**config.mk**
```make
export PLATFORM = sky130hd
export DESIGN_NAME = control_unit
export DESIGN_NICKNAME = d
export VERILOG_FILES = /design/src/rtl/control_unit.sv
export SDC_FILE = /design/constraint.sdc
export NUM_CORES = 1
export LEC_CHECK = 0
export CELL_PAD_IN_SITES_DETAIL_PLACEMENT = 1
export CELL_PAD_IN_SITES_GLOBAL_PLACEMENT = 2
export CORE_ASPECT_RATIO = 0.9
export CORE_MARGIN = 4
export CORE_UTILIZATION = 13
export DETAILED_ROUTE_END_ITERATION = 10
export PLACE_DENSITY = 0.87
export SETUP_SLACK_MARGIN = 0.05
export SLEW_MARGIN = 20
export SYNTH_ARGS = -nofsm -noshare
export SYNTH_HDL_FRONTEND = slang
export SYNTH_SLANG_ARGS = --single-unit
```
**constraint.sdc**
```tcl
create_clock -name clock -period 3.8 [get_ports clock]
set_input_delay 0.95 -clock clock [delete_from_list [all_inputs] [get_ports clock]]
set_output_delay 0.95 -clock clock [all_outputs]
set_load 0.005 [all_outputs]
```
**src/rtl/control_unit.sv**
```systemverilog
// Mini SRC hardwired control sequencer: fetch T0-T2, opcode-driven execute T3-T7, one control word per clock.
// Outputs decode state_q and ir[31:27] combinationally; define CONTROL_BRANCH_EN to execute br (10010) instead of treating it as nop.
module control_unit (
  input  logic        clock,
  input  logic        clear,
  input  logic [31:0] ir,
  input  logic        con_ff,
  output logic        PCout,
  output logic        IncPC,
  output logic        ZLOout,
  output logic        ZLOin,
  output logic        Cout,
  output logic        MDRout,
  output logic        RAMenable,
  output logic        MARin,
  output logic        PCin,
  output logic        MDRin,
  output logic        IRin,
  output logic        Yin,
  output logic        Gra,
  output logic        Grb,
  output logic        Grc,
  output logic        Rin,
  output logic        Rout,
  output logic        BAout,
  output logic        read,
  output logic        write,
  output logic        conin,
  output logic        ZMuxEnable,
  output logic        ZSelect,
  output logic        ZMuxOut,
  output logic [4:0]  aluControl,
  output logic        run,
  output logic [3:0]  step
);

  typedef enum logic [3:0] {
    S_IDLE = 4'd0, S_T0 = 4'd1, S_T1 = 4'd2, S_T2 = 4'd3, S_T3 = 4'd4,
    S_T4 = 4'd5, S_T5 = 4'd6, S_T6 = 4'd7, S_T7 = 4'd8, S_HALT = 4'd15
  } state_t;

  localparam logic [4:0] OP_LD   = 5'b00000;
  localparam logic [4:0] OP_LDI  = 5'b00001;
  localparam logic [4:0] OP_ST   = 5'b00010;
  localparam logic [4:0] OP_ADD  = 5'b00011;
  localparam logic [4:0] OP_AND  = 5'b00101;
  localparam logic [4:0] OP_OR   = 5'b00110;
  localparam logic [4:0] OP_HALT = 5'b11011;

  state_t     state_q, state_d;
  logic [4:0] opcode;
  logic       is_alu_r, is_alu_i, is_ldx, is_br, z_rd;
  logic [4:0] imm_alu;
  logic       unused_in;

  assign opcode    = ir[31:27];
  assign unused_in = ^{ir[26:0], con_ff};

  assign is_alu_r = (opcode == 5'b00011) || (opcode == 5'b00100) ||
                    (opcode == 5'b00101) || (opcode == 5'b00110);
  assign is_alu_i = (opcode == 5'b01100) || (opcode == 5'b01101) || (opcode == 5'b01110);
  assign is_ldx   = (opcode == OP_LD) || (opcode == OP_LDI) || (opcode == OP_ST);
`ifdef CONTROL_BRANCH_EN
  assign is_br    = (opcode == 5'b10010);
`else
  assign is_br    = 1'b0;
`endif

  always_comb begin
    imm_alu = OP_ADD;
    case (opcode)
      5'b01101: imm_alu = OP_AND;
      5'b01110: imm_alu = OP_OR;
      default:  imm_alu = OP_ADD;
    endcase
  end

  // "Z read" drives three strobes together; ZSelect is always low.
  assign ZLOout     = z_rd;
  assign ZMuxEnable = z_rd;
  assign ZMuxOut    = z_rd;
  assign ZSelect    = 1'b0;
  assign step       = state_q;
  assign run        = (state_q != S_IDLE) && (state_q != S_HALT);

  always_comb begin
    state_d = state_q;
    z_rd = 1'b0; PCout = 1'b0; IncPC = 1'b0; ZLOin = 1'b0; Cout = 1'b0;
    MDRout = 1'b0; RAMenable = 1'b0; MARin = 1'b0; PCin = 1'b0; MDRin = 1'b0;
    IRin = 1'b0; Yin = 1'b0; Gra = 1'b0; Grb = 1'b0; Grc = 1'b0; Rin = 1'b0;
    Rout = 1'b0; BAout = 1'b0; read = 1'b0; write = 1'b0; conin = 1'b0;
    aluControl = 5'b00000;
    case (state_q)
      S_IDLE: state_d = S_T0;
      S_T0: begin
        PCout = 1'b1; MARin = 1'b1; IncPC = 1'b1; ZLOin = 1'b1;
        state_d = S_T1;
      end
      S_T1: begin
        z_rd = 1'b1; PCin = 1'b1; read = 1'b1; RAMenable = 1'b1; MDRin = 1'b1;
        state_d = S_T2;
      end
      S_T2: begin
        MDRout = 1'b1; IRin = 1'b1;
        state_d = S_T3;
      end
      S_T3: begin
        state_d = S_T0;
        if (is_alu_r || is_alu_i) begin
          Grb = 1'b1; Rout = 1'b1; Yin = 1'b1; state_d = S_T4;
        end else if (is_ldx) begin
          Grb = 1'b1; BAout = 1'b1; Yin = 1'b1; state_d = S_T4;
        end else if (is_br) begin
          Gra = 1'b1; Rout = 1'b1; conin = 1'b1; state_d = S_T4;
        end else if (opcode == OP_HALT) begin
          state_d = S_HALT;
        end
      end
      S_T4: begin
        state_d = S_T5;
        if (is_alu_r) begin
          Grc = 1'b1; Rout = 1'b1; ZLOin = 1'b1; aluControl = opcode;
        end else if (is_alu_i) begin
          Cout = 1'b1; ZLOin = 1'b1; aluControl = imm_alu;
        end else if (is_ldx) begin
          Cout = 1'b1; ZLOin = 1'b1; aluControl = OP_ADD;
        end else if (is_br) begin
          PCout = 1'b1; Yin = 1'b1;
        end else begin
          state_d = S_T0;
        end
      end
      S_T5: begin
        state_d = S_T0;
        if (opcode == OP_LD || opcode == OP_ST) begin
          z_rd = 1'b1; MARin = 1'b1; state_d = S_T6;
        end else if (is_br) begin
          Cout = 1'b1; ZLOin = 1'b1; aluControl = OP_ADD; state_d = S_T6;
        end else if (is_alu_r || is_alu_i || is_ldx) begin
          z_rd = 1'b1; Gra = 1'b1; Rin = 1'b1;
        end
      end
      S_T6: begin
        state_d = S_T0;
        if (opcode == OP_LD) begin
          read = 1'b1; RAMenable = 1'b1; MDRin = 1'b1; state_d = S_T7;
        end else if (opcode == OP_ST) begin
          Gra = 1'b1; Rout = 1'b1; MDRin = 1'b1; state_d = S_T7;
        end else if (is_br && con_ff) begin
          z_rd = 1'b1; PCin = 1'b1;
        end
      end
      S_T7: begin
        state_d = S_T0;
        if (opcode == OP_LD) begin
          MDRout = 1'b1; Gra = 1'b1; Rin = 1'b1;
        end else if (opcode == OP_ST) begin
          write = 1'b1; RAMenable = 1'b1;
        end
      end
      S_HALT:  state_d = S_HALT;
      default: state_d = S_IDLE;
    endcase
  end

  always_ff @(posedge clock) begin
    if (clear) state_q <= S_IDLE;
    else       state_q <= state_d;
  end

endmodule

```
==> impl_metrics.tcl <==
set metrics [dict create \
    die-area_um2 6730 \
    grt_antenna_before_repair 0 \
    die_width_um 86.0 \
    r2r_slack_ps 2080 \
    drt_iter0_markers 39 \
    period_minus_slack_ps 3650 \
    slew_viol_final 0 \
    vias 950 \
    start_util 0.135 \
    die_h_um 78.2 \
    synth.avg_cell_area_um2 6.59 \
    status "complete, no violations" \
    nNetsFinal 184 \
    worstSetupStartpointType "input port" \
    ys.flop_type "dfxtp_1" \
    period_share 0.960 \
    cts.sinks 4 \
    syn-cell-area_um2 712 \
    wl_per_cell_um 14.2 \
    grt_max_degree 13 \
    route.detailed.drc 0 \
    synth-async-reset-ratio 0 \
    coreArea_um2 5290 \
    syn_to_final_growth_pct 80.3 \
    irDropWorstVdd_uv 84.6 \
    largest_reg_flops 4 \
    postSynthCellCount 108 \
    cts_tree "done" \
    diodes 0 \
    cp_max_fo 2 \
    critPathRequiredTime_ps 2850 \
    ant_nets 0 \
    hold_viol 0 \
    clk_pin_slew_ps 30 \
    power_density_nw_per_um2 203 \
    synth.yosys.seq_area_share 0.112 \
    cts-root-buf "clkbuf_8" \
    clk_latency_ps 220 \
    rows 25 \
    drt-vias-per-instance 4.44 \
    crit_arrival_ps 2700 \
    h-tree-depth 1 \
    grt_pass1_vias 1007 \
    tns_ps 0 \
    synth.area.top_cells "dfxtp_1 (11%), buf_4 (8.4%), nor2_1 (5.3%)" \
    p_leak_nw 0.647 \
    overflow 0 \
    placedCellCount 210 \
    finalNonFillerCells 214 \
    routed_wirelength_um 3040 \
    worstSetupPathType "input port to primary output" \
    skew_ps 3.31 \
    numCtsBuffers 3 \
    cts_buffer_depth 2 \
    ios 69 \
    setup_viol 0 \
    io_buffers 36 \
    grt_first_pass_wirelength_um 5040 \
    drive_gt1_frac 0.272 \
    max_freq_mhz 274 \
    cap_violations 0 \
    gp_congestion 0.794 \
    synth_edf_count 0 \
    ys_seq_elements 4 \
    cp-end-kind "primary output" \
    drt-pass1-iter-count 5 \
    synth_cell_types 40 \
    yosysTopAreaCellShare 0.112 \
    p_total_w 0.000261 \
    worstHoldPathType "flop to flop" \
    rsz0062_at_grt "no" \
    holdWs_ps 641 \
    ys_warn_count 0 \
    grtUsageTotal 0.0945 \
    hpwl_um 2340 \
    synth_top_cell_by_area "dfxtp_1" \
]
metal layers:
metal  vias to the layer above  global-route usage  part of all wire
met5                         -                   0                 0
met4                         0              0.0491             0.033
met3                        10              0.0294             0.052
met2                        38               0.142              0.44
met1                       453               0.120              0.48
li1                        449                   -                 -
worst paths after layout:
kind | from | end | depth (start not counted)
setup / recovery | ir[31] | Gra | 7
hold / removal | step[2] | step[3] | 1
setup reg to reg | step[0] | step[2] | 4
hold reg to reg | step[2] | step[3] | 1
Yosys cell counts (all sizes together), types with 3 or more instances:
cell    instances
a211oi          3
and3            4
buf            12
clkbuf          7
dfxtp           4
inv             4
nand2           6
nand2b          3
nand3           3
nor2           10
nor2b           4
nor3            5
nor4            4
o21ai           8
o32ai           3
or2             5
or3             5
critical path, cell delays in order:
cell	delay, ps
dlygate4sd2_1	260
or4_4	530
or3_4	400
buf_4	150
or2_1	210
o211ai_2	70
buf_2	130
power by group:
part | switching, W | internal, W
clock network | 0.0000217 | 0.0000675
logic | 0.0000562 | 0.0000618
registers | 0.00000824 | 0.0000453
total | 0.0000861 | 0.000175
kinds of logic after synthesis:
kind of cell | Yosys count | synth area share
simple gates | 54 | 0.431
compound gates | 24 | 0.246
buf+inv | 23 | 0.179
flops | 4 | 0.112
xor+xnor | 1 | 0.0123
mux | 1 | 0.0141
other cells | 1 | 0.00527
stage by stage:
stage / utilization / worst slack (ps) / cell area (um^2)
floorplan: - / 553 / 723
global placement: 0.221 / -332 / 1170
detailed placement: 0.221 / -333 / 1170
CTS: 0.239 / -6.71 / 1260
global route: 0.243 / 101 / 1280
finish: 0.243 / 153 / 1280
placed cells by master (no fill, tap or decap), drive strengths merged, types with 4 or more instances in the layout:
cell           synthesis  layout
dfxtp                  4       4
inv                    4       4
o21ai                  8       8
nor4                   4       4
or2                    5       5
nor2                  10      10
clkdlybuf4s50          0      15
nor3                   5       5
nand2                  6       6
dlymetal6s2s           0       6
or3                    5       5
nor2b                  4       4
conb                   1       4
buf                   12      17
dlygate4sd2            0      14
and3                   4       4
what timing repair did:
| action | 4_1_cts | 5_1_grt |
|---|---|---|
| gates resized for setup | 30 | 9 |
| setup buffers | 1 | 0 |
| setup endpoints to repair | 16 | 8 |
| hold buffers | 0 | 0 |
| pin swaps | 5 | 2 |
layout make-up:
type | count | area [um^2]
multi-input cells | 84 | 587
fillers | 626 | 4000
inverters | 4 | 15.0
well taps | 67 | 83.8
repair buffers | 52 | 477
clock buffers | 3 | 41.3
flip-flops and latches | 4 | 80.1
Power figures use the tool's default switching activity.
